<file path="config.mk">
export PLATFORM = sky130hd
export DESIGN_NAME = freq_div_multi_flat
export DESIGN_NICKNAME = d
export VERILOG_FILES = /design/src/rtl/freq_div_multi_if.sv /design/src/rtl/freq_div_multi.sv /design/src/flat_wrapper.sv
export SDC_FILE = /design/constraint.sdc
export NUM_CORES = 1
export LEC_CHECK = 0
export ABC_AREA = 1
export CORE_AREA = 5 5 237 297
export DETAILED_ROUTE_END_ITERATION = 12
export DIE_AREA = 0 0 242 302
export GPL_TIMING_DRIVEN = 0
export PLACE_DENSITY = 0.68
export SLEW_MARGIN = 20
export SYNTH_ARGS = -nofsm -noshare
export SYNTH_HDL_FRONTEND = slang
export SYNTH_SLANG_ARGS = --single-unit
</file>
<file path="constraint.sdc">
create_clock -name clk -period 18.9 [get_ports clk]
set_input_delay 5.67 -clock clk [delete_from_list [all_inputs] [get_ports clk]]
set_output_delay 5.67 -clock clk [all_outputs]
set_load 0.02 [all_outputs]
</file>
<file path="src/rtl/freq_div_multi_if.sv">
// Control/status bundle of the multi-channel divider: run enables, the
// divisor write port and the per-channel divided outputs.
interface freq_div_multi_if #(
  parameter int CNT_W = 32,
  parameter int NCH   = 4
) ();
  localparam int CH_W = (NCH > 1) ? $clog2(NCH) : 1;

  logic [NCH-1:0]   en;
  logic             wr_en;
  logic [CH_W-1:0]  wr_ch;
  logic [CNT_W-1:0] wr_div;
  logic             wr_mode;
  logic             wr_ack;
  logic             wr_err;
  logic [NCH-1:0]   clk_out;
  logic [NCH-1:0]   tick;

  modport master (
    output en, wr_en, wr_ch, wr_div, wr_mode,
    input  wr_ack, wr_err, clk_out, tick
  );

  modport slave (
    input  en, wr_en, wr_ch, wr_div, wr_mode,
    output wr_ack, wr_err, clk_out, tick
  );
endinterface

</file>
<file path="src/rtl/freq_div_multi.sv">
// Multi-channel programmable clock-enable / divided-clock generator; divisor
// and mode updates are held pending and applied only at a period boundary.
module freq_div_multi #(
  parameter int CNT_W   = 32,
  parameter int NCH     = 4,
  parameter int DEF_DIV = 50_000_000
) (
  input  logic              clk,
  input  logic              rst,
  freq_div_multi_if.slave   bus
);
  localparam int CH_W = (NCH > 1) ? $clog2(NCH) : 1;

  logic [CNT_W-1:0] cnt_q  [NCH];
  logic [CNT_W-1:0] cnt_d  [NCH];
  logic [CNT_W-1:0] div_q  [NCH];
  logic [CNT_W-1:0] div_d  [NCH];
  logic [CNT_W-1:0] pdiv_q [NCH];
  logic [CNT_W-1:0] pdiv_d [NCH];
  logic [NCH-1:0]   mode_q, mode_d;
  logic [NCH-1:0]   pmode_q, pmode_d;
  logic [NCH-1:0]   pend_q, pend_d;
  logic [NCH-1:0]   clk_out_q, clk_out_d;
  logic [NCH-1:0]   tick_q, tick_d;
  logic             ack_q, ack_d;
  logic             err_q, err_d;
  logic             ch_ok;
  logic             wr_ok;

  // With a power-of-two channel count every select value is a real channel.
  if (NCH == (1 << CH_W)) begin : g_ch_full
    assign ch_ok = 1'b1;
  end else begin : g_ch_part
    assign ch_ok = (int'(bus.wr_ch) < NCH);
  end

  assign wr_ok = bus.wr_en & ch_ok & (bus.wr_div >= CNT_W'(2));

  // Next-state: counting, period-boundary apply and pending-write capture.
  always_comb begin
    ack_d = bus.wr_en & wr_ok;
    err_d = bus.wr_en & ~wr_ok;
    for (int i = 0; i < NCH; i++) begin
      cnt_d[i]     = cnt_q[i];
      div_d[i]     = div_q[i];
      mode_d[i]    = mode_q[i];
      pdiv_d[i]    = pdiv_q[i];
      pmode_d[i]   = pmode_q[i];
      pend_d[i]    = pend_q[i];
      clk_out_d[i] = clk_out_q[i];
      tick_d[i]    = 1'b0;
      if (bus.en[i]) begin
        // cnt_q is (n-1) mod D for the edge being taken.
        tick_d[i] = (cnt_q[i] == div_q[i] - CNT_W'(1));
        if (mode_q[i]) begin
          clk_out_d[i] = tick_d[i];
        end else begin
          clk_out_d[i] = (cnt_q[i] < ((div_q[i] >> 1) + {{(CNT_W-1){1'b0}}, div_q[i][0]}));
        end
        if (tick_d[i]) begin
          cnt_d[i] = '0;
          if (pend_q[i]) begin
            div_d[i]  = pdiv_q[i];
            mode_d[i] = pmode_q[i];
            pend_d[i] = 1'b0;
          end else begin
            pend_d[i] = 1'b0;
          end
        end else begin
          cnt_d[i] = cnt_q[i] + CNT_W'(1);
        end
      end else if (pend_q[i]) begin
        cnt_d[i]     = '0;
        div_d[i]     = pdiv_q[i];
        mode_d[i]    = pmode_q[i];
        pend_d[i]    = 1'b0;
        clk_out_d[i] = 1'b0;
      end else begin
        // Square output holds while stalled; a pulse output is only ever a tick.
        clk_out_d[i] = clk_out_q[i] & ~mode_q[i];
      end
      if (wr_ok && (bus.wr_ch == CH_W'(i))) begin
        pdiv_d[i]  = bus.wr_div;
        pmode_d[i] = bus.wr_mode;
        pend_d[i]  = 1'b1;
      end else begin
        pdiv_d[i]  = pdiv_d[i];
        pmode_d[i] = pmode_d[i];
      end
    end
  end

  // State and output registers.
  always_ff @(posedge clk or posedge rst) begin
    if (rst) begin
      for (int i = 0; i < NCH; i++) begin
        cnt_q[i]  <= '0;
        div_q[i]  <= CNT_W'(DEF_DIV);
        pdiv_q[i] <= CNT_W'(DEF_DIV);
      end
      mode_q    <= '0;
      pmode_q   <= '0;
      pend_q    <= '0;
      clk_out_q <= '0;
      tick_q    <= '0;
      ack_q     <= 1'b0;
      err_q     <= 1'b0;
    end else begin
      for (int i = 0; i < NCH; i++) begin
        cnt_q[i]  <= cnt_d[i];
        div_q[i]  <= div_d[i];
        pdiv_q[i] <= pdiv_d[i];
      end
      mode_q    <= mode_d;
      pmode_q   <= pmode_d;
      pend_q    <= pend_d;
      clk_out_q <= clk_out_d;
      tick_q    <= tick_d;
      ack_q     <= ack_d;
      err_q     <= err_d;
    end
  end

  assign bus.clk_out = clk_out_q;
  assign bus.tick    = tick_q;
  assign bus.wr_ack  = ack_q;
  assign bus.wr_err  = err_q;
endmodule

</file>
<file path="src/flat_wrapper.sv">
// flat-port wrapper written by rule: the top's interface ports become plain ports
module freq_div_multi_flat 
#(
  parameter int CNT_W   = 32,
  parameter int NCH     = 4,
  parameter int DEF_DIV = 50_000_000
)
  (clk, rst, bus_en, bus_wr_en, bus_wr_ch, bus_wr_div, bus_wr_mode, bus_wr_ack, bus_wr_err, bus_clk_out, bus_tick);
  freq_div_multi_if #(.CNT_W(CNT_W), .NCH(NCH)) bus_i ();
  input  logic clk;
  input  logic rst;
  input wire logic [$bits(bus_i.en)-1:0] bus_en;
  input wire logic [$bits(bus_i.wr_en)-1:0] bus_wr_en;
  input wire logic [$bits(bus_i.wr_ch)-1:0] bus_wr_ch;
  input wire logic [$bits(bus_i.wr_div)-1:0] bus_wr_div;
  input wire logic [$bits(bus_i.wr_mode)-1:0] bus_wr_mode;
  output wire logic [$bits(bus_i.wr_ack)-1:0] bus_wr_ack;
  output wire logic [$bits(bus_i.wr_err)-1:0] bus_wr_err;
  output wire logic [$bits(bus_i.clk_out)-1:0] bus_clk_out;
  output wire logic [$bits(bus_i.tick)-1:0] bus_tick;
  assign bus_i.en = bus_en;
  assign bus_i.wr_en = bus_wr_en;
  assign bus_i.wr_ch = bus_wr_ch;
  assign bus_i.wr_div = bus_wr_div;
  assign bus_i.wr_mode = bus_wr_mode;
  assign bus_wr_ack = bus_i.wr_ack;
  assign bus_wr_err = bus_i.wr_err;
  assign bus_clk_out = bus_i.clk_out;
  assign bus_tick = bus_i.tick;
  freq_div_multi #(.CNT_W(CNT_W), .NCH(NCH), .DEF_DIV(DEF_DIV)) u_core (.clk(clk), .rst(rst), .bus(bus_i));
endmodule
</file>
==> results.md <==
- Status: complete, no violations
- Max H-tree Level: 2
- Sequential fraction of the synthesis area: 34.2%
- Final HPWL DP: 71,300 um
- Clock transition at path regs: 0.06 ns
- Width of the die: 242 um
- Final WL: 91,500 um
- Port Buffers: 49
- Hold WS: 0.481 ns
- Worst setup EP type: register
- Leading area contributor after synthesis: dfrtp_1
- Nets@finish: 4,673
- P&R area growth vs syn: 10.7%
- Starting Density: 44.5%
- Max Root-Sink Buffers: 3
- Initial antenna violation count: 1
- Reg area: 10,300 um^2
- Pins Over Slew Limit: 0
- Post-layout minimum cycle time: 8.09 ns
- Core box area: 67,500 um^2
- Post-Syn Nets: 4,574
- Peak VDD IR: 0.0798 mV
- Average size of a mapped cell: 6.83 um^2
- Global-route wire length before repair: 145,000 um
- Largest net degree at the start of global routing: 112
- EDFF count, synth: 0
- # rows: 107
- Buffer count from post-CTS setup fixing: 0
- Via count: 28.7k
- Min-Delay Path Class: register to register
- Crit path DAT: 8.54 ns
- DR iter-0 viols: 2,089
- Tcrit/Tclk final: 42.8%
- Synth top area share: 25.8%
- Clk_lat worst skew: 0.60 ns
- WL/cell: 17.0 um
- Commonest register cell after synthesis: dfrtp_1
- Yosys cell types: 44
- Endpoints failing setup: 0
- Critical-path cell list: clkdlybuf4s50_1 -> inv_1 -> nand4_1 -> nor4_1 -> nand4_1 -> nand2_1 -> inv_1 -> nand3_1 -> clkbuf_1 -> clkbuf_1 -> o21ai_0
- Layout cells sized above 1: 6.05%
- Congestion Overflow GR: 0
- GRT Total Usage: 24.4%
- Area of the multi-input gates: 17,300 um^2
- CTS tree: built
- P per Cell Area: 101 nW/um^2
- Slew headroom: 37.8%
- Buf+Inv Stages, Crit Path: 5
- CTS Sinks: 406
- Antenna Diode Count: 0
- Die height: 302 um
- Cts bufs inserted: 44
- Cells after synthesis: 4,392
- Crit path max-delay cell type: clkdlybuf4s50_1
- Async S/R FF share, synth: 100%
- Antenna-violating nets left: 0
- Area after DPL: 31,700 um^2
- I/O pin count: 52
- Max Cap Viol: 0
- Critical Path Fanout Max: 10
- Worst-Margin Slew: 0.930 ns
- CP max stage delay: 0.46 ns
- Clock Skew: 0.0217 ns
- Syn. warnings: 0
- WP data required: 19.34 ns
- Area contributors post-synth: dfrtp_1 26%, nand2_1 17%, dfstp_2 8.4%
- Top Family by Delay on Critical Path: buffers and inverters
- GPL Wtd Cong: 0.950
- Vias per inst: 5.31
- CP Class: primary input to register
- Vias in the first global route: 27.4k
- Post-placement setup slack: 10.20 ns
- Final Cell Area: 33,200 um^2
- Synthesized flop and latch total: 406
- Hold Buf Count CTS: 0
- Hold Fails Final Rpt: 0
- Clock Root Buffer: clkbuf_16
- Residual DRC: 0
- Setup_tns: 0 ns
- R2r setup slk: 14.87 ns
- PnR worst setup slack: 10.81 ns
- RSZ-0062 raised after global routing: no
- Fill cells: 6,918
- Max Clk Rate: 0.124 GHz
- Type of origin of the critical path: primary input
- Die area: 73,100 um^2
- Cts repair resizes: 0
- Leak: 0.0156 uW
- Detailed Routing Iterations Pass 1: 6
- Syn Std Cell Area: 30,000 um^2
cell usage after synthesis (all sizes together) (96+ instances only):
| cell | n |
|---|---|
| inv | 425 |
| ha | 140 |
| nor2 | 516 |
| nand3 | 362 |
| clkbuf | 129 |
| nor3 | 96 |
| xor2 | 232 |
| o21ai | 216 |
| dfstp | 96 |
| dfrtp | 310 |
| nand4 | 97 |
| nand2 | 1375 |
state kept, by name, indices dropped and copies added (netlist names):
register,cells
u_core.cnt_q,128
u_core.div_q,128
u_core.pdiv_q,128
u_core.bus.clk_out,4
u_core.bus.tick,4
u_core.mode_q,4
u_core.pend_q,4
u_core.pmode_q,4
u_core.bus.wr_ack,1
u_core.bus.wr_err,1
worst paths after layout:
path,from,endpoint,depth (start not counted)
max,bus_wr_div[25],u_core.pdiv_q[94],11
min,u_core.pdiv_q[109],u_core.div_q[109],2
max reg2reg,u_core.div_q[64],u_core.bus.clk_out[1],17
min reg2reg,u_core.pdiv_q[109],u_core.div_q[109],2
max in group asynchronous,rst,u_core.div_q[89],5
min in group asynchronous,rst,u_core.cnt_q[2],2
worst register-to-register path, stage by stage, from the launching register on:
cell	delay (ns)
dfrtp_1	0.43
ha_1	0.20
nand3_1	0.11
nor3_1	0.36
nand3_1	0.26
nor2_1	0.25
nand3_1	0.21
nor3_1	0.32
nand2_1	0.11
nor3b_1	0.30
xor2_1	0.11
ha_1	0.30
nand4_1	0.11
nor3_1	0.29
nand3_1	0.13
o21bai_1	0.23
nand4_1	0.10
nand3_1	0.09
routing by layer:
layer / global-route usage [%] / share of wire, % / vias up / wire length [um]
met2: 43.4 / 49 / 784 / 44700
met5: 0 / 0 / - / 0
met1: 30.8 / 42 / 13300 / 38600
li1: - / - / 14400 / -
met3: 2.68 / 5.0 / 198 / 4590
met4: 8.87 / 4.0 / 0 / 3700
per-stage QoR:
step,utilization [%],cells,total power (uW)
after floorplan,-,4392,2100
after global placement,46.8,5313,2410
after detailed placement,47.0,5317,2440
after CTS,49.2,5399,3360
after global routing,49.2,5399,3590
final,49.2,5399,3350
layout by cell type, fill, tap and decap left out, types with 97 or more instances in the layout:
master    count
nand2_1    1363
nor2_1      497
inv_1       417
nand3_1     359
dfrtp_1     310
xor2_1      232
o21ai_0     199
ha_1        140
clkbuf_1    136
nand4_1      97
cells by family (layout without fill, tap and decap cells):
family                     count (synthesis)  after routing  share of synthesized area, %
xor gates and xnor gates                 287            287                          8.47
DFF                                      406            406                          34.2
AOI/OAI and AO/OA                        405            405                          7.40
and+or+nand+nor                         2541           2541                          35.9
buffers and inverters                    613            748                          8.18
adders and majority gates                140            140                          5.84
power breakdown:
part	internal (uW)	total, uW	leakage (uW)	switching [uW]
clock	528	914	0.000735	386
combinational	428	1280	0.00981	852
sequential	1040	1160	0.00508	121
area by class of cell:
class                           instances  area share (%)
Inverter                              426            4.84
Clock inverter                         19           0.595
Buffer                                187            2.58
Multi-Input combinational cell       3373            52.0
Tap cell                              872            3.28
Sequential cell                       406            30.9
Timing Repair Buffer                   53            1.81
Clock buffer                           63            3.96
No activity file was read; power rests on OpenSTA's default activity.
